**config.mk**
```make
export PLATFORM = sky130hd
export DESIGN_NAME = dcache_dm_flat
export DESIGN_NICKNAME = d
export VERILOG_FILES = /design/src/rtl/dcache_dm_if.sv /design/src/rtl/dcache_dm.sv /design/src/flat_wrapper.sv
export SDC_FILE = /design/constraint.sdc
export NUM_CORES = 2
export LEC_CHECK = 0
export CAP_MARGIN = 20
export CORE_UTILIZATION = 50
export DETAILED_ROUTE_END_ITERATION = 8
export DONT_BUFFER_PORTS = 1
export MAX_ROUTING_LAYER = met4
export PLACE_DENSITY_LB_ADDON = 0.3
export SETUP_SLACK_MARGIN = 0.05
export SYNTH_ARGS = -nofsm -noshare
export SYNTH_HDL_FRONTEND = slang
export SYNTH_SLANG_ARGS = --single-unit
```
**constraint.sdc**
```tcl
create_clock -name CLK -period 5.1 [get_ports CLK]
set_input_delay 1.02 -clock CLK [delete_from_list [all_inputs] [get_ports CLK]]
set_output_delay 1.02 -clock CLK [all_outputs]
set_load 0.01 [all_outputs]
```
**src/rtl/dcache_dm_if.sv**
```systemverilog
// Datapath-side and memory-side signals of the direct-mapped data cache.
// The cache connects through the slave modport; its environment uses master.
interface dcache_dm_if;
  logic        halt;
  logic        dmemREN;
  logic        dmemWEN;
  logic        datomic;
  logic [31:0] dmemaddr;
  logic [31:0] dmemstore;
  logic        dhit;
  logic [31:0] dmemload;
  logic        dREN;
  logic        dWEN;
  logic [31:0] daddr;
  logic [31:0] dstore;
  logic        dwait;
  logic [31:0] dload;
  logic        flushed;

  modport slave (
    input  halt, dmemREN, dmemWEN, datomic, dmemaddr, dmemstore, dwait, dload,
    output dhit, dmemload, dREN, dWEN, daddr, dstore, flushed
  );

  modport master (
    output halt, dmemREN, dmemWEN, datomic, dmemaddr, dmemstore, dwait, dload,
    input  dhit, dmemload, dREN, dWEN, daddr, dstore, flushed
  );
endinterface

```
**src/rtl/dcache_dm.sv**
```systemverilog
// Direct-mapped write-back, write-allocate data cache: 8 frames of 2 words, with halt flush.
// Optional LL/SC link register is enabled by defining DCACHE_LLSC_EN.
module dcache_dm (
  input  logic       CLK,
  input  logic       nRST,
  dcache_dm_if.slave bus
);
  typedef enum logic [3:0] {IDLE, WB0, WB1, LD0, LD1, FLUSH, FWB0, FWB1, DONE} state_t;

  state_t      state, next_state;
  logic [7:0]  valid, dirty;
  logic [25:0] tags   [8];
  logic [31:0] words0 [8];
  logic [31:0] words1 [8];
  logic [2:0]  cnt;

  logic [25:0] req_tag;
  logic [2:0]  req_idx;
  logic        req_off;
  logic        req, is_store, hit, do_write;
  logic [31:0] atomic_result;
  logic        unused_bits;

  assign req_tag     = bus.dmemaddr[31:6];
  assign req_idx     = bus.dmemaddr[5:3];
  assign req_off     = bus.dmemaddr[2];
  assign req         = bus.dmemREN | bus.dmemWEN;
  assign is_store    = bus.dmemWEN;
  assign hit         = (state == IDLE) && req && valid[req_idx] && (tags[req_idx] == req_tag);
  assign unused_bits = ^{bus.dmemaddr[1:0], bus.datomic};

`ifdef DCACHE_LLSC_EN
  logic [31:0] link;
  logic        link_valid;
  logic        sc_ok;

  assign sc_ok         = link_valid && (link == bus.dmemaddr);
  assign do_write      = hit && is_store && (!bus.datomic || sc_ok);
  assign atomic_result = {31'b0, sc_ok};

  // Any store that lands on the linked word breaks the reservation, SC included.
  always_ff @(posedge CLK or negedge nRST) begin
    if (!nRST) begin
      link       <= '0;
      link_valid <= 1'b0;
    end else if (hit && !is_store && bus.datomic) begin
      link       <= bus.dmemaddr;
      link_valid <= 1'b1;
    end else if (do_write && (bus.dmemaddr == link)) begin
      link_valid <= 1'b0;
    end
  end
`else
  assign do_write      = hit && is_store;
  assign atomic_result = 32'd1;
`endif

  always_ff @(posedge CLK or negedge nRST) begin
    if (!nRST) state <= IDLE;
    else       state <= next_state;
  end

  always_comb begin
    next_state = state;
    case (state)
      IDLE: begin
        if (bus.halt)        next_state = FLUSH;
        else if (req && !hit) next_state = dirty[req_idx] ? WB0 : LD0;
      end
      WB0:  if (!bus.dwait) next_state = WB1;
      WB1:  if (!bus.dwait) next_state = LD0;
      LD0:  if (!bus.dwait) next_state = LD1;
      LD1:  if (!bus.dwait) next_state = IDLE;
      FLUSH: begin
        if (dirty[cnt])        next_state = FWB0;
        else if (cnt == 3'd7)  next_state = DONE;
      end
      FWB0: if (!bus.dwait) next_state = FWB1;
      FWB1: if (!bus.dwait) next_state = (cnt == 3'd7) ? DONE : FLUSH;
      DONE: next_state = DONE;
      default: next_state = IDLE;
    endcase
  end

  always_comb begin
    bus.dhit     = hit;
    bus.dmemload = '0;
    bus.dREN     = 1'b0;
    bus.dWEN     = 1'b0;
    bus.daddr    = '0;
    bus.dstore   = '0;
    bus.flushed  = 1'b0;
    case (state)
      IDLE: begin
        if (hit) begin
          if (is_store) bus.dmemload = bus.datomic ? atomic_result : '0;
          else          bus.dmemload = req_off ? words1[req_idx] : words0[req_idx];
        end
      end
      WB0: begin
        bus.dWEN   = 1'b1;
        bus.daddr  = {tags[req_idx], req_idx, 1'b0, 2'b00};
        bus.dstore = words0[req_idx];
      end
      WB1: begin
        bus.dWEN   = 1'b1;
        bus.daddr  = {tags[req_idx], req_idx, 1'b1, 2'b00};
        bus.dstore = words1[req_idx];
      end
      LD0: begin
        bus.dREN  = 1'b1;
        bus.daddr = {req_tag, req_idx, 1'b0, 2'b00};
      end
      LD1: begin
        bus.dREN  = 1'b1;
        bus.daddr = {req_tag, req_idx, 1'b1, 2'b00};
      end
      FWB0: begin
        bus.dWEN   = 1'b1;
        bus.daddr  = {tags[cnt], cnt, 1'b0, 2'b00};
        bus.dstore = words0[cnt];
      end
      FWB1: begin
        bus.dWEN   = 1'b1;
        bus.daddr  = {tags[cnt], cnt, 1'b1, 2'b00};
        bus.dstore = words1[cnt];
      end
      DONE:    bus.flushed = 1'b1;
      default: ;
    endcase
  end

  // The frame keeps its old tag until LD1 completes, so a refill is only
  // visible to lookups once both words are in place.
  always_ff @(posedge CLK or negedge nRST) begin
    if (!nRST) begin
      valid <= '0;
      dirty <= '0;
      for (int i = 0; i < 8; i++) begin
        tags[i]   <= '0;
        words0[i] <= '0;
        words1[i] <= '0;
      end
    end else begin
      case (state)
        IDLE: begin
          if (do_write) begin
            if (req_off) words1[req_idx] <= bus.dmemstore;
            else         words0[req_idx] <= bus.dmemstore;
            dirty[req_idx] <= 1'b1;
          end
        end
        LD0: if (!bus.dwait) words0[req_idx] <= bus.dload;
        LD1: begin
          if (!bus.dwait) begin
            words1[req_idx] <= bus.dload;
            tags[req_idx]   <= req_tag;
            valid[req_idx]  <= 1'b1;
            dirty[req_idx]  <= 1'b0;
          end
        end
        FWB1:    if (!bus.dwait) dirty[cnt] <= 1'b0;
        default: ;
      endcase
    end
  end

  // Flush index stops at 7; DONE is terminal so the counter never wraps.
  always_ff @(posedge CLK or negedge nRST) begin
    if (!nRST) begin
      cnt <= '0;
    end else if ((state == FLUSH && !dirty[cnt]) || (state == FWB1 && !bus.dwait)) begin
      if (cnt != 3'd7) cnt <= cnt + 3'd1;
    end
  end
endmodule

```
**src/flat_wrapper.sv**
```systemverilog
// flat-port wrapper written by rule: the top's interface ports become plain ports
module dcache_dm_flat 
  (CLK, nRST, bus_halt, bus_dmemREN, bus_dmemWEN, bus_datomic, bus_dmemaddr, bus_dmemstore, bus_dwait, bus_dload, bus_dhit, bus_dmemload, bus_dREN, bus_dWEN, bus_daddr, bus_dstore, bus_flushed);
  dcache_dm_if bus_i ();
  input  logic CLK;
  input  logic nRST;
  input wire logic [$bits(bus_i.halt)-1:0] bus_halt;
  input wire logic [$bits(bus_i.dmemREN)-1:0] bus_dmemREN;
  input wire logic [$bits(bus_i.dmemWEN)-1:0] bus_dmemWEN;
  input wire logic [$bits(bus_i.datomic)-1:0] bus_datomic;
  input wire logic [$bits(bus_i.dmemaddr)-1:0] bus_dmemaddr;
  input wire logic [$bits(bus_i.dmemstore)-1:0] bus_dmemstore;
  input wire logic [$bits(bus_i.dwait)-1:0] bus_dwait;
  input wire logic [$bits(bus_i.dload)-1:0] bus_dload;
  output wire logic [$bits(bus_i.dhit)-1:0] bus_dhit;
  output wire logic [$bits(bus_i.dmemload)-1:0] bus_dmemload;
  output wire logic [$bits(bus_i.dREN)-1:0] bus_dREN;
  output wire logic [$bits(bus_i.dWEN)-1:0] bus_dWEN;
  output wire logic [$bits(bus_i.daddr)-1:0] bus_daddr;
  output wire logic [$bits(bus_i.dstore)-1:0] bus_dstore;
  output wire logic [$bits(bus_i.flushed)-1:0] bus_flushed;
  assign bus_i.halt = bus_halt;
  assign bus_i.dmemREN = bus_dmemREN;
  assign bus_i.dmemWEN = bus_dmemWEN;
  assign bus_i.datomic = bus_datomic;
  assign bus_i.dmemaddr = bus_dmemaddr;
  assign bus_i.dmemstore = bus_dmemstore;
  assign bus_i.dwait = bus_dwait;
  assign bus_i.dload = bus_dload;
  assign bus_dhit = bus_i.dhit;
  assign bus_dmemload = bus_i.dmemload;
  assign bus_dREN = bus_i.dREN;
  assign bus_dWEN = bus_i.dWEN;
  assign bus_daddr = bus_i.daddr;
  assign bus_dstore = bus_i.dstore;
  assign bus_flushed = bus_i.flushed;
  dcache_dm u_core (.CLK(CLK), .nRST(nRST), .bus(bus_i));
endmodule
```
==> impl_metrics.py <==
metrics = {
    "outcome": {
        "outcome": "finished with violations",
        "violations": "max-slew violations",
    },
    "cells_and_area": {
        "antennaDiodeCount": 0,
        "final_core_util_pct": 56.5,
        "multi_input_area_mm2": 0.0196,
        "regArea_mm2": 0.0186,
        "nNetsFinal": 3590,
        "num-fill-cells": 6559,
        "drive_above_1_share_pct": 27.4,
        "syn2layout_area_growth_pct": 11.5,
    },
    "die": {
        "fp.coreArea_mm2": 0.0776,
        "rows": 102,
        "fp.dieArea_mm2": 0.0797,
        "fp.dieW_um": 282,
        "initial_core_util_pct": 50.7,
        "ios": 203,
        "die_h_um": 282,
    },
    "yosys": {
        "synth-edff-count": 0,
        "ys_seq_elements": 743,
        "syn_area_per_cell_um2": 11.1,
        "syn_inst": 3542,
        "yosysSeqAreaShare_pct": 47.3,
        "yosysWarnings": 0,
        "syn-cell-area_mm2": 0.0393,
        "synth_flop_cell": "dfrtp_1",
        "synth-async-reset-ratio_pct": 100,
        "synth.distinct_cells": 63,
    },
    "detailed_routing": {
        "drt-vias-per-instance": 6.99,
        "vias": 32000,
        "dr.pass1.iters": 8,
        "drc_errors": 0,
        "drt_iter0_drc": 4865,
        "wl_per_cell_um": 30.2,
        "finalWirelength_um": 139000,
        "ant_nets": 0,
    },
    "pwr": {
        "leakage_uw": 0.0192,
        "p_switching_uw": 9410,
        "power.density_mw_per_mm2": 562,
        "p_int_uw": 15200,
        "p_comb_share_pct": 34.2,
        "clock_power_share_pct": 24.2,
        "pwr-share-seq_pct": 41.6,
        "p_sw_share_pct": 38.2,
        "irDropWorstVdd_mv": 0.326,
    },
    "timing": {
        "fin_setup_tns_ns": 0,
        "finalCritPeriodShare_pct": 97.8,
        "fin_skew_ns": 0.0393,
        "rsz0062_at_grt": "no",
        "setup_viol": 0,
        "fin_ws_ns": 0.113,
        "whs_ns": 0.203,
        "period_minus_slack_ns": 4.99,
        "max_slew_margin_pct": -135,
        "tightestPinTransition_ns": 3.52,
        "slew_violations": 506,
        "max_freq_mhz": 201,
        "hold_violations": 0,
    },
    "clocking": {
        "htreeDepth": 3,
        "insertion_delay_ns": 0.65,
        "clock-sinks": 743,
        "clockBufferDepth": 3,
        "post_cts_resized": 0,
        "clk_pin_slew_worst_paths_ns": 0.06,
        "cts_buffers": 80,
        "postCtsHoldBufs": 0,
        "cts_tree": "done",
        "post-cts-setup-buffer-count": 0,
        "cts_root_buf": "clkbuf_16",
    },
    "placed_design": {
        "pre_cts_ws_ns": 0.125,
        "finalWeightedCongestion": 0.920,
        "dpl.hpwl_um": 78800,
        "portBuffers": 0,
    },
    "worst_setup_path": {
        "reg2reg_depth": 12,
        "reg2reg_setup_slack_ns": 1.02,
        "cp_data_required_time_ns": 4.08,
        "worstPathMaxFanout": 72,
        "r2r_end": "u_core.words1[177]",
        "crit_cells": 11,
        "critical_path.cell_chain": "and2_1 -> buf_4 -> a221oi_1 -> xor2_1 -> nor4_1 -> nand4b_2 -> inv_2 -> nand2_2 -> buf_4 -> a211oi_1 -> buf_4",
        "cp_slowest_cell": "nor4_1",
        "cpMostUsedCell": "buf_4",
        "cp_top_family": "simple AND/OR/NAND/NOR gates",
        "cp-start-kind": "input port",
        "worst_path_largest_cell_delay_ns": 0.45,
        "worstReg2RegStart": "u_core.tags[11]",
        "startpoint": "bus_dmemaddr[4]",
        "endpoint": "bus_dmemload[9]",
        "cp.arrival_ns": 3.97,
        "path_buf_inv": 4,
        "endpoint_kind": "output port",
        "crit_type": "in2out",
    },
    "grt": {
        "grt_pass1_vias": 31300,
        "grt_max_degree": 744,
        "grt_overflow_total": 0,
        "grt_util_all_layers_pct": 35.6,
        "antenna_found_initial": 0,
        "grt_pass1_wl_um": 205000,
    },
    "flow_run": {
        "maxCapViolations": 0,
    },
    "worst_hold_path": {
        "hold_class": "in2async",
    },
}
[power by group through the flow]
stage               Combinational (µW)  Sequential (µW)  Clock, µW
floorplan                         5800             9510          0
global placement                  8020            10100          0
detailed placement                8190            10200          0
CTS                               8210            10100       5980
global route                      8870            10500       6240
finish                            8420            10200       5960
[Yosys cell counts (6+ instances only)]
| cell | number | area [µm²] |
|---|---|---|
| dfrtp_1 | 743 | 18600 |
| mux2_2 | 563 | 6340 |
| nand2_1 | 547 | 2050 |
| a22oi_1 | 467 | 3510 |
| clkbuf_1 | 209 | 785 |
| nor2_1 | 99 | 372 |
| mux2_1 | 88 | 991 |
| a21oi_1 | 75 | 375 |
| mux2i_1 | 64 | 641 |
| a221oi_1 | 58 | 508 |
| o21ai_0 | 57 | 285 |
| mux4_2 | 49 | 1100 |
| a22o_1 | 40 | 350 |
| buf_2 | 38 | 190 |
| a41oi_1 | 36 | 315 |
| nand4_1 | 34 | 213 |
| a211oi_1 | 33 | 248 |
| buf_1 | 33 | 124 |
| nand3_1 | 33 | 165 |
| buf_4 | 32 | 240 |
| nor3_1 | 20 | 100 |
| a41o_1 | 19 | 190 |
| nor2b_1 | 19 | 119 |
| o211ai_1 | 17 | 128 |
| and3_1 | 16 | 100 |
| a221o_1 | 15 | 150 |
| nand2b_1 | 15 | 93.8 |
| xnor2_1 | 14 | 123 |
| a31oi_1 | 11 | 68.8 |
| and2_1 | 10 | 62.6 |
| a222oi_1 | 8 | 80.1 |
| xor2_1 | 8 | 70.1 |
| and4_1 | 6 | 52.6 |
[how the worst min path moves through the flow]
stage          slack [ns]          endpoint  cells past startpoint
3_5_place_dp         0.43   u_core.valid[2]                      2
5_1_grt              0.17  u_core.tags[174]                      0
4_1_cts              0.16   u_core.tags[79]                      0
3_3_place_gp         0.42   u_core.valid[2]                      2
2_1_floorplan        0.41   u_core.valid[2]                      2
6_report             0.20  u_core.tags[174]                      0
[area by class of cell]
cell class | count | share of cell area, %
Tap cell | 1040 | 2.97
Multi-Input combinational cell | 2481 | 44.7
Clock inverter | 19 | 0.460
Sequential cell | 743 | 42.4
Inverter | 7 | 0.0600
Timing Repair Buffer | 172 | 3.73
Clock buffer | 123 | 5.65
[cells in the final DEF (no fill, tap or decap), types with 12 or more instances in the layout]
master,netlist,layout
a211oi_1,33,33
a21oi_1,75,74
a221o_1,15,15
a221oi_1,58,58
a22o_1,40,40
a22oi_1,467,467
a41o_1,19,19
a41oi_1,36,36
and3_1,16,15
buf_12,0,26
buf_4,32,144
clkbuf_1,209,16
clkbuf_16,0,83
clkbuf_8,0,25
clkinv_2,0,12
dfrtp_1,743,740
mux2_1,88,88
mux2_2,563,563
mux2i_1,64,64
mux4_2,49,49
nand2_1,547,536
nand2b_1,15,15
nand3_1,33,32
nand4_1,34,34
nor2_1,99,83
nor2_4,0,12
nor2b_1,19,16
nor3_1,20,13
o211ai_1,17,17
o21ai_0,57,57
xnor2_1,14,14
[metrics by stage]
step | instances | area, µm² | total power (µW)
floorplan | 3543 | 39300 | 15300
global placement | 4441 | 41100 | 18100
detailed placement | 4441 | 41100 | 18400
CTS | 4583 | 43800 | 24300
global route | 4585 | 43800 | 25600
finish | 4585 | 43800 | 24600
[sequential cells by signal, indices dropped and copies added, names as in the netlist]
register and flops:
u_core.words0 256, u_core.dirty 8, u_core.state 4, u_core.valid 8, u_core.tags 208, u_core.words1 256
u_core.cnt 3
[metal layers]
layer | global-route usage, % | routed length, µm | vias to the layer above
li1 | - | - | 13200
met1 | 47.7 | 54600 | 16100
met2 | 51.9 | 61300 | 2238
met3 | 8.70 | 17000 | 437
met4 | 14.0 | 5750 | 0
met5 | - | 0 | -
[cell families after synthesis]
family                     Yosys count  synth area share [%]
AOI/OAI and AO/OA                  867                  16.5
xor gates and xnor gates            22                 0.490
adders and majority gates            2                0.0637
buffers and inverters              319                  3.47
DFF                                743                  47.3
muxes                              764                  23.1
other                                1               0.00954
and+or+nand+nor                    824                  9.08
(Power assumes the default switching activity.)
